$ cat src/rtl/csa_pkg.sv
// Shared types and defaults for the multi-cycle wide-adder scheduler.
// Latency: n/a (declarations only).
// Backpressure: n/a.
package csa_pkg;

  localparam int SLICE_W_DEF    = 5;
  localparam int NUM_SLICES_DEF = 4;
  localparam int NREQ_DEF       = 2;

  typedef enum logic [1:0] {
    IDLE = 2'd0,
    CALC = 2'd1,
    RESP = 2'd2
  } sched_state_t;

  // Counter width for n states, never narrower than one bit.
  function automatic int idx_width(input int n);
    return (n > 1) ? $clog2(n) : 1;
  endfunction

endpackage

$ cat src/rtl/csa_seq_sched_if.sv
// Requester and response bundle for csa_seq_sched.
// Latency: n/a (wires only).
// Backpressure: req_valid/req_ready per requester, rsp_valid/rsp_ready on the result.
// Ports: req_valid/req_ready/req_cin (NREQ), req_a/req_b (NREQ*WIDTH, requester i
//        at [i*WIDTH +: WIDTH]), rsp_valid/rsp_ready, rsp_sum (WIDTH), rsp_cout, rsp_id.
interface csa_seq_sched_if import csa_pkg::*; #(
  parameter int NREQ  = NREQ_DEF,
  parameter int WIDTH = SLICE_W_DEF * NUM_SLICES_DEF
);
  localparam int ID_W = $clog2(NREQ);

  logic [NREQ-1:0]       req_valid;
  logic [NREQ-1:0]       req_ready;
  logic [NREQ*WIDTH-1:0] req_a;
  logic [NREQ*WIDTH-1:0] req_b;
  logic [NREQ-1:0]       req_cin;
  logic                  rsp_valid;
  logic                  rsp_ready;
  logic [WIDTH-1:0]      rsp_sum;
  logic                  rsp_cout;
  logic [ID_W-1:0]       rsp_id;

  modport master (
    output req_valid, req_a, req_b, req_cin, rsp_ready,
    input  req_ready, rsp_valid, rsp_sum, rsp_cout, rsp_id
  );

  modport slave (
    input  req_valid, req_a, req_b, req_cin, rsp_ready,
    output req_ready, rsp_valid, rsp_sum, rsp_cout, rsp_id
  );

endinterface

$ cat src/rtl/csa_slice_cin.sv
// SLICE_W-bit carry-select adder with carry-in (needs SLICE_W >= 2).
// Latency: combinational.
// Backpressure: none.
// Ports: a_i, b_i (SLICE_W), cin_i -> sum_o (SLICE_W), cout_o.
module csa_slice_cin #(
  parameter int SLICE_W = 5
) (
  input  logic [SLICE_W-1:0] a_i,
  input  logic [SLICE_W-1:0] b_i,
  input  logic               cin_i,
  output logic [SLICE_W-1:0] sum_o,
  output logic               cout_o
);
  localparam int LO_W = SLICE_W / 2;
  localparam int HI_W = SLICE_W - LO_W;

  logic [LO_W:0] lo;
  logic [HI_W:0] hi0;
  logic [HI_W:0] hi1;

  // Low half ripples; upper half is precomputed for both carries and selected.
  assign lo  = {1'b0, a_i[LO_W-1:0]} + {1'b0, b_i[LO_W-1:0]} + {{LO_W{1'b0}}, cin_i};
  assign hi0 = {1'b0, a_i[SLICE_W-1:LO_W]} + {1'b0, b_i[SLICE_W-1:LO_W]};
  assign hi1 = {1'b0, a_i[SLICE_W-1:LO_W]} + {1'b0, b_i[SLICE_W-1:LO_W]} + {{HI_W{1'b0}}, 1'b1};

  assign {cout_o, sum_o} = lo[LO_W] ? {hi1, lo[LO_W-1:0]} : {hi0, lo[LO_W-1:0]};

endmodule

$ cat src/rtl/csa_seq_sched.sv
// Shares one carry-select slice among NREQ requesters to form a WIDTH-bit a+b+cin.
// Latency: rsp_valid NUM_SLICES+1 cycles after accept; initiation interval NUM_SLICES+2.
// Backpressure: one op in flight; result held in RESP until rsp_ready, no accepts meanwhile.
// Ports: clk, rst_n (async active-low), bus (slave side of csa_seq_sched_if), busy.
module csa_seq_sched import csa_pkg::*; #(
  parameter int SLICE_W    = SLICE_W_DEF,
  parameter int NUM_SLICES = NUM_SLICES_DEF,
  parameter int NREQ       = NREQ_DEF
) (
  input  logic                  clk,
  input  logic                  rst_n,
  csa_seq_sched_if.slave        bus,
  output logic                  busy
);
  localparam int WIDTH = SLICE_W * NUM_SLICES;
  localparam int ID_W  = $clog2(NREQ);
  localparam int IDX_W = idx_width(NUM_SLICES);

  sched_state_t     state_q, state_d;
  logic [ID_W-1:0]  rr_ptr_q, rr_ptr_d;
  logic [ID_W-1:0]  id_q, id_d;
  logic [IDX_W-1:0] idx_q, idx_d;
  logic             carry_q, carry_d;
  logic             cout_q, cout_d;
  logic [WIDTH-1:0] a_q, a_d;
  logic [WIDTH-1:0] b_q, b_d;
  logic [WIDTH-1:0] sum_q, sum_d;

  logic             gnt_found;
  logic [ID_W-1:0]  gnt_id;
  logic [SLICE_W-1:0] sl_a, sl_b, sl_sum;
  logic             sl_cout;

  // Round-robin pick: first asserted valid at or after ptr, wrapping.
  // Walk from lowest priority to highest so the highest-priority hit wins.
  function automatic logic [ID_W:0] rr_pick(input logic [NREQ-1:0] v,
                                            input logic [ID_W-1:0] ptr);
    logic [ID_W:0] r;
    int            c;
    r = '0;
    for (int k = NREQ - 1; k >= 0; k--) begin
      c = (int'(ptr) + k) % NREQ;
      if (v[c]) r = {1'b1, ID_W'(c)};
    end
    return r;
  endfunction

  assign {gnt_found, gnt_id} = rr_pick(bus.req_valid, rr_ptr_q);

  assign sl_a = a_q[int'(idx_q)*SLICE_W +: SLICE_W];
  assign sl_b = b_q[int'(idx_q)*SLICE_W +: SLICE_W];

  csa_slice_cin #(.SLICE_W(SLICE_W)) u_slice (
    .a_i    (sl_a),
    .b_i    (sl_b),
    .cin_i  (carry_q),
    .sum_o  (sl_sum),
    .cout_o (sl_cout)
  );

  // rst_n gating keeps req_ready at its reset value while reset is held.
  assign bus.req_ready = (state_q == IDLE && gnt_found && rst_n) ? (NREQ'(1) << gnt_id) : '0;
  assign bus.rsp_valid = (state_q == RESP);
  assign bus.rsp_sum   = sum_q;
  assign bus.rsp_cout  = cout_q;
  assign bus.rsp_id    = id_q;
  assign busy          = (state_q != IDLE);

  always_comb begin
    state_d  = state_q;
    rr_ptr_d = rr_ptr_q;
    id_d     = id_q;
    idx_d    = idx_q;
    carry_d  = carry_q;
    cout_d   = cout_q;
    a_d      = a_q;
    b_d      = b_q;
    sum_d    = sum_q;
    unique case (state_q)
      IDLE: begin
        if (gnt_found) begin
          a_d      = bus.req_a[int'(gnt_id)*WIDTH +: WIDTH];
          b_d      = bus.req_b[int'(gnt_id)*WIDTH +: WIDTH];
          carry_d  = bus.req_cin[gnt_id];
          id_d     = gnt_id;
          idx_d    = '0;
          rr_ptr_d = (gnt_id == ID_W'(NREQ - 1)) ? '0 : gnt_id + ID_W'(1);
          state_d  = CALC;
        end
      end
      CALC: begin
        sum_d[int'(idx_q)*SLICE_W +: SLICE_W] = sl_sum;
        carry_d = sl_cout;
        if (idx_q == IDX_W'(NUM_SLICES - 1)) begin
          // Hold idx on the last pass so it never wraps.
          cout_d  = sl_cout;
          state_d = RESP;
        end else begin
          idx_d = idx_q + IDX_W'(1);
        end
      end
      RESP: begin
        if (bus.rsp_ready) state_d = IDLE;
      end
      default: state_d = IDLE;
    endcase
  end

  always_ff @(posedge clk or negedge rst_n) begin
    if (!rst_n) begin
      state_q  <= IDLE;
      rr_ptr_q <= '0;
      id_q     <= '0;
      idx_q    <= '0;
      carry_q  <= 1'b0;
      cout_q   <= 1'b0;
      a_q      <= '0;
      b_q      <= '0;
      sum_q    <= '0;
    end else begin
      state_q  <= state_d;
      rr_ptr_q <= rr_ptr_d;
      id_q     <= id_d;
      idx_q    <= idx_d;
      carry_q  <= carry_d;
      cout_q   <= cout_d;
      a_q      <= a_d;
      b_q      <= b_d;
      sum_q    <= sum_d;
    end
  end

endmodule
$ cat src/flat_wrapper.sv
// flat-port wrapper written by rule: the top's interface ports become plain ports
module csa_seq_sched_flat import csa_pkg::*;
#(
  parameter int SLICE_W    = SLICE_W_DEF,
  parameter int NUM_SLICES = NUM_SLICES_DEF,
  parameter int NREQ       = NREQ_DEF
)
  (clk, rst_n, busy, bus_req_valid, bus_req_a, bus_req_b, bus_req_cin, bus_rsp_ready, bus_req_ready, bus_rsp_valid, bus_rsp_sum, bus_rsp_cout, bus_rsp_id);
  csa_seq_sched_if #(.NREQ(NREQ)) bus_i ();
  input  logic clk;
  input  logic rst_n;
  output logic busy;
  input wire logic [$bits(bus_i.req_valid)-1:0] bus_req_valid;
  input wire logic [$bits(bus_i.req_a)-1:0] bus_req_a;
  input wire logic [$bits(bus_i.req_b)-1:0] bus_req_b;
  input wire logic [$bits(bus_i.req_cin)-1:0] bus_req_cin;
  input wire logic [$bits(bus_i.rsp_ready)-1:0] bus_rsp_ready;
  output wire logic [$bits(bus_i.req_ready)-1:0] bus_req_ready;
  output wire logic [$bits(bus_i.rsp_valid)-1:0] bus_rsp_valid;
  output wire logic [$bits(bus_i.rsp_sum)-1:0] bus_rsp_sum;
  output wire logic [$bits(bus_i.rsp_cout)-1:0] bus_rsp_cout;
  output wire logic [$bits(bus_i.rsp_id)-1:0] bus_rsp_id;
  assign bus_i.req_valid = bus_req_valid;
  assign bus_i.req_a = bus_req_a;
  assign bus_i.req_b = bus_req_b;
  assign bus_i.req_cin = bus_req_cin;
  assign bus_i.rsp_ready = bus_rsp_ready;
  assign bus_req_ready = bus_i.req_ready;
  assign bus_rsp_valid = bus_i.rsp_valid;
  assign bus_rsp_sum = bus_i.rsp_sum;
  assign bus_rsp_cout = bus_i.rsp_cout;
  assign bus_rsp_id = bus_i.rsp_id;
  csa_seq_sched #(.SLICE_W(SLICE_W), .NUM_SLICES(NUM_SLICES), .NREQ(NREQ)) u_core (.clk(clk), .rst_n(rst_n), .bus(bus_i), .busy(busy));
endmodule
$ cat config.mk
export PLATFORM = sky130hd
export DESIGN_NAME = csa_seq_sched_flat
export DESIGN_NICKNAME = d
export VERILOG_FILES = /design/src/rtl/csa_pkg.sv /design/src/rtl/csa_seq_sched_if.sv /design/src/rtl/csa_slice_cin.sv /design/src/rtl/csa_seq_sched.sv /design/src/flat_wrapper.sv
export SDC_FILE = /design/constraint.sdc
export NUM_CORES = 1
export LEC_CHECK = 0
export BUFFER_PORTS_ARGS = -buffer_cell sky130_fd_sc_hd__buf_2
export CORE_UTILIZATION = 50
export CTS_CLUSTER_SIZE = 40
export DETAILED_ROUTE_END_ITERATION = 7
export PLACE_DENSITY = 0.82
export REMOVE_ABC_BUFFERS = 1
export SLEW_MARGIN = 25
export SYNTH_ARGS = -nofsm -noshare
export SYNTH_HDL_FRONTEND = slang
export SYNTH_SLANG_ARGS = --single-unit
$ cat constraint.sdc
create_clock -name clk -period 3.6 [get_ports clk]
set_clock_uncertainty 0.2 [all_clocks]
set_input_delay 0.18 -clock clk [delete_from_list [all_inputs] [get_ports clk]]
set_output_delay 0.18 -clock clk [all_outputs]
set_load 0.01 [all_outputs]
==> run_results.csv, run 1 <==
group,metric,value,unit
sta,tns,0,ps
outcome,status,"finished with violations",
sta,hold_viol_final,0,
global_routing,grt-ovfl-total,0,
detailed_routing,wl_per_cell,21.7,um
detailed_routing,drtIter0Drc,655,
yosys,yosysWarnings,0,
sta,fmax,290,MHz
yosys,synth.avg_cell_area,11.5,sq um
detailed_routing,vias,3536,
detailed_routing,routed_via_density,6.30,
clocking,post_cts_buffers,0,
yosys,ys_seq_area_frac,0.523,
yosys,ys_ff_latch,68,
sta,worst_slack,146,ps
layout,drive_gt1_frac,0.298,
yosys,synth_edf_count,0,
sta,slew_headroom,0.527,
layout,final_cell_area,4910,sq um
worst_hold_path,hold_class,"primary input to register",
worst_setup_path,regToRegStartpoint,"u_core.idx_q[1]$_DFFE_PN0P_",
job,drv_cap,0,
worst_setup_path,cp-startpoint,"u_core.idx_q[1]$_DFFE_PN0P_",
sta,min_period,3450,ps
worst_setup_path,cp.required,3690,ps
clocking,clk_pin_slew_worst_paths,70,ps
place,post_dp_cell_area,3860,sq um
layout,area_growth,51.1,%
global_routing,track_usage,0.377,
worst_setup_path,cp-end-kind,"register",
layout,antennaDiodeCount,0,
clocking,worstSkewPairLatency,360,ps
layout,layout.nets,580,
place,io_buffers,112,
floorplan,die_h,82.7,um
worst_setup_path,worstSetupPathType,"register to register",
clocking,clockBufferDepth,2,
detailed_routing,ant_nets,0,
floorplan,die_x,82.7,um
sta,setup_viol,0,
worst_setup_path,crit_path_end,"u_core.carry_q$_DFFE_PN0P_",
clocking,root_buffer,"clkbuf_8",
sta,finalHoldWorstSlack,169,ps
layout,final_cell_mix,"buf_2 (112), dlygate4sd3_1 (84), dfrtp_1 (68)",
place,gp_congestion,0.820,
power_and_ir_drop,vdd_drop_max,0.579,mV
global_routing,antenna_found_initial,0,
detailed_routing,drc,1,
sta,period_share,0.959,
floorplan,placementRows,29,
global_routing,grt_max_degree,44,
yosys,synthFlopType,"dfrtp_1",
floorplan,dieArea,6830,sq um
detailed_routing,totalWireLength,12200,um
clocking,cts_tree,"built",
power_and_ir_drop,p_leak,2.57,nW
worst_setup_path,r2r-end,"u_core.carry_q$_DFFE_PN0P_",
power_and_ir_drop,p_per_area,956,nW/um^2
detailed_routing,dr.pass1.iters,8,
global_routing,grt_pass1_wl,17800,um
floorplan,core_area,6310,sq um
yosys,synth_async_sr_flop_share,1.00,
yosys,syn_inst,283,
clocking,clock_sinks,68,
global_routing,grt_pass1_vias,3449,
worst_setup_path,reg2reg_slack,150,ps
layout,final_common_cell,"buf_2",
outcome,violations,"DRC",
worst_setup_path,cp_max_fo,14,
worst_setup_path,worstRegToRegCells,8,
sta,rsz0062_at_grt,"false",
worst_setup_path,worstPathArrival,3540,ps
floorplan,initial_core_util,0.515,
layout,final_util,0.778,
yosys,synth_area,3250,sq um
clocking,cts_buffers,9,
place,dpl.hpwl,5960,um
place,place_ws,724,ps
clocking,htreeDepth,3,
floorplan,io_pins,113,
sta,worst_pin_slew,709,ps
worst_setup_path,start_kind,"register",
sta,maxSlewViolCount,0,
yosys,netlist-cell-type-count,32,
-- critical path: stages (launching register included) --
cell and delay [ps]:
dfrtp_1 700, mux4_2 420, ha_1 250, fa_1 550
nand2_1 70, nor3_1 210, xnor2_1 200, a2bb2oi_1 200
dlygate4sd3_1 580
-- state kept, by name (all words and copies together), names as in the netlist --
register             flops
u_core.carry_q           1
u_core.rr_ptr_q          1
u_core.state_q           2
u_core.bus.rsp_sum      20
u_core.bus.rsp_cout      1
u_core.idx_q             2
u_core.b_q              20
u_core.bus.rsp_id        1
u_core.a_q              20
-- metal layers --
layer,track usage,routed length [um],up-vias
li1,-,-,1431
met1,0.450,4080,1695
met2,0.634,6140,356
met3,0.0879,1460,54
met4,0.193,497,0
met5,0,0,-
-- report_power, final --
part | internal, mW | switching, mW | leakage [nW] | total, mW
combinational | 1.29 | 1.38 | 1.60 | 2.68
clock | 0.314 | 0.298 | 0.0959 | 0.612
sequential | 1.10 | 0.307 | 0.870 | 1.41
-- per-stage QoR --
stage                     std cells  power (mW)
after floorplan                 267        2.69
after global placement          461        3.21
after detailed placement        461        3.33
after CTS                       560        4.38
after global routing            561        4.94
final                           561        4.70
-- worst min path at each step --
stage / endpoint / slack, ps / from / depth (start not counted)
after floorplan: u_core.a_q[0]$_DFFE_PN0P_ / -320 / rst_n / 0
after global routing: u_core.rr_ptr_q$_DFFE_PN0P_ / 190 / bus_req_valid[1] / 3
final: u_core.rr_ptr_q$_DFFE_PN0P_ / 170 / bus_req_valid[1] / 3
after detailed placement: u_core.b_q[5]$_DFFE_PN0P_ / 50 / rst_n / 1
after CTS: u_core.b_q[5]$_DFFE_PN0P_ / 260 / rst_n / 2
after global placement: u_core.b_q[5]$_DFFE_PN0P_ / 40 / rst_n / 1
-- synth_stat cells (2+ instances only) --
cell      count  area [sq um]
dfrtp_1      68          1700
inv_1        48           180
a222oi_1     40           400
nand2_1      30           113
o21ai_1      16          80.1
ha_1         10           125
mux4_2       10           225
buf_2         6          30.0
clkbuf_1      6          22.5
o21ai_0       6          30.0
buf_6         4          45.0
nand2b_1      4          25.0
a21o_1        3          22.5
fa_1          3          60.1
nand3_1       3          15.0
nor2_1        3          11.3
xnor2_1       3          26.3
a21oi_1       2          10.0
and2_1        2          12.5
and3_1        2          12.5
nor3_1        2          10.0
o31ai_1       2          15.0
-- cells by family (layout without fill, tap and decap cells) --
group	Yosys count	after routing	synth area share
adders and majority gates	13	13	0.0569
DFF	68	68	0.523
muxes	12	12	0.0758
xor gates and xnor gates	4	4	0.0108
buffers and inverters	64	265	0.0854
and+or+nand+nor	50	50	0.0692
AOI/OAI and AO/OA	72	72	0.179
-- final cells by class --
| cell class | count | area, sq um |
|---|---|---|
| Clock buffer | 10 | 128 |
| Multi-Input combinational cell | 151 | 1280 |
| Fill cell | 357 | 1400 |
| Timing Repair Buffer | 202 | 1470 |
| Clock inverter | 5 | 53.8 |
| Sequential cell | 68 | 1700 |
| Inverter | 48 | 180 |
| Tap cell | 77 | 96.3 |
-- timing repair --
item                       CTS  global route
gates resized for setup      0             1
hold endpoints to repair    72             0
hold buffers                84             0
setup endpoints to repair    0             1
(Power assumes the default switching activity.)
==> run 2, diff against run 1 <==
--- a/config.mk
+++ b/config.mk
@@ -11,6 +11,7 @@
 export DETAILED_ROUTE_END_ITERATION = 7
 export PLACE_DENSITY = 0.82
 export REMOVE_ABC_BUFFERS = 1
+export SETUP_SLACK_MARGIN = 0.4
 export SLEW_MARGIN = 25
 export SYNTH_ARGS = -nofsm -noshare
 export SYNTH_HDL_FRONTEND = slang
==> constraint.sdc (replaced) <==
create_clock -name clk -period 3.6 [get_ports clk]
set_clock_uncertainty 0.2 [all_clocks]
set_input_delay 0.72 -clock clk [delete_from_list [all_inputs] [get_ports clk]]
set_output_delay 0.72 -clock clk [all_outputs]
set_load 0.01 [all_outputs]
==> run 2 against run 1 <==
  * The flow now finishes without violations
  * Die area unchanged
  * Non-clock buffer count decreased by 83
  * Via count decreased by 21%
  * Final area decreased by 17%
  * Count of clock-buffer cells in the layout unchanged
  * Worst hold slack improved by 110 ps
  * Register-to-register slack improved by 580 ps
  * First-iteration DRC count decreased by 55%
  * Critical path type unchanged
==> run_results.csv, run 2 (synthesis results as in run 1) <==
group,metric,value,unit
outcome,status,"completed",
clocking,clockBufferDepth,2,
worst_setup_path,start_kind,"register",
job,drv_cap,0,
sta,finalHoldWorstSlack,279,ps
sta,tns,0,ps
clocking,root_buffer,"clkbuf_8",
floorplan,placementRows,29,
layout,final_cells,476,
clocking,clk_pin_slew_worst_paths,70,ps
place,post_dp_cell_area,3870,sq um
worst_setup_path,worstSetupPathType,"register to register",
clocking,htreeDepth,3,
layout,final_util,0.643,
worst_setup_path,cp_max_fo,11,
floorplan,dieArea,6830,sq um
floorplan,die_h,82.7,um
sta,setup_viol,0,
sta,fmax,347,MHz
sta,hold_viol_final,0,
worst_hold_path,hold_class,"register to register",
layout,final_common_cell,"buf_2",
detailed_routing,routed_via_density,5.84,
place,io_buffers,112,
power_and_ir_drop,p_per_area,955,nW/um^2
worst_setup_path,regToRegStartpoint,"u_core.idx_q[0]$_DFFE_PN0P_",
power_and_ir_drop,vdd_drop_max,0.432,mV
worst_setup_path,worstPathArrival,2880,ps
detailed_routing,dr.pass1.iters,8,
layout,multiInputGateArea,1280,sq um
layout,fillCellCount,508,
floorplan,initial_core_util,0.515,
detailed_routing,wl_per_cell,15.6,um
layout,area_growth,24.7,%
power_and_ir_drop,p_leak,2.24,nW
clocking,clock_sinks,68,
floorplan,core_area,6310,sq um
place,dpl.hpwl,5530,um
layout,drive_gt1_frac,0.361,
worst_hold_path,hold_start,"u_core.bus.rsp_sum[10]$_DFFE_PN0P_",
floorplan,io_pins,113,
detailed_routing,drc,0,
layout,final_cell_area,4060,sq um
detailed_routing,vias,2779,
clocking,cts_buffers,9,
worst_setup_path,slowest_stage,"dfrtp_2",
sta,worst_pin_slew,539,ps
layout,register_area,1700,sq um
sta,rsz0062_at_grt,"false",
place,gp_congestion,0.803,
detailed_routing,ant_nets,0,
floorplan,die_x,82.7,um
worst_setup_path,cp_common_cell,"ha_1",
global_routing,track_usage,0.240,
worst_setup_path,crit_path_max_incr_delay,560,ps
global_routing,grt_pass1_wl,11900,um
layout,final_cell_mix,"buf_2 (112), dfrtp_1 (67), inv_1 (48)",
worst_setup_path,cp-end-kind,"register",
worst_setup_path,crit_path_cell_trace,"mux4_2 > ha_1 > fa_1 > ha_1 > mux2i_1 > o21ai_0",
detailed_routing,totalWireLength,7440,um
sta,maxSlewViolCount,0,
global_routing,grt-ovfl-total,0,
sta,min_period,2880,ps
global_routing,grt_max_degree,44,
place,place_inst,462,
detailed_routing,drtIter0Drc,294,
worst_setup_path,cp-startpoint,"u_core.idx_q[0]$_DFFE_PN0P_",
worst_setup_path,cp.required,3600,ps
sta,slew_headroom,0.640,
clocking,worstSkewPairLatency,330,ps
global_routing,grt_pass1_vias,2475,
sta,period_share,0.800,
clocking,cts_tree,"built",
layout,antennaDiodeCount,0,
global_routing,antenna_found_initial,0,
layout,layout.nets,497,
-- run 2: path summary, 6_finish.rpt --
path,to,slack (ps),cells past startpoint
hold / removal,u_core.bus.rsp_sum[10]$_DFFE_PN0P_,280,2
min in group asynchronous,u_core.rr_ptr_q$_DFFE_PN0P_,540,2
setup reg to reg,u_core.bus.rsp_sum[13]$_DFFE_PN0P_,720,6
hold reg to reg,u_core.bus.rsp_sum[10]$_DFFE_PN0P_,280,2
setup / recovery,u_core.bus.rsp_sum[13]$_DFFE_PN0P_,720,6
max in group asynchronous,u_core.idx_q[0]$_DFFE_PN0P_,2020,3
-- run 2: area by class of cell --
cell class / count / area share
well taps: 77 / 0.0237
clock buffers: 10 / 0.0339
flip-flops and latches: 68 / 0.420
inverters: 48 / 0.0444
repair buffers: 119 / 0.152
clock inverters: 3 / 0.00987
multi-input cells: 151 / 0.317
-- run 2: where the power goes --
group          total (mW)  switching [mW]  internal [mW]
clock               0.582           0.258          0.325
sequential           1.37           0.264           1.11
combinational        1.92            1.06          0.861
total                3.88            1.59           2.29
-- run 2: worst max-delay path: cells and delay by family, from the launching register on --
kind | cells | cell delay [ps]
AOI/OAI and AO/OA | 1 | 140
DFF | 1 | 560
adders and majority gates | 3 | 1010
muxes | 2 | 830
-- run 2: stage by stage --
stage,power [mW],setup slack (ps)
floorplan,2.69,686
CTS,3.90,511
global route,4.22,567
finish,3.88,721
global placement,3.21,633
detailed placement,3.30,511
-- run 2: what timing repair did --
item / 4_1_cts / 5_1_grt
hold endpoints to repair: 2 / 0
resized for setup: 0 / 1
endpoints found under the setup margin: 0 / 6
buffers inserted: 0 / 0
hold buffers: 1 / 0
-- run 2: per-layer routing --
| metal | part of all wire | global-route usage | vias up |
|---|---|---|---|
| li1 | - | - | 1271 |
| met1 | 0.43 | 0.339 | 1324 |
| met2 | 0.46 | 0.362 | 172 |
| met3 | 0.093 | 0.0495 | 12 |
| met4 | 0.017 | 0.0931 | 0 |
| met5 | 0 | 0 | - |
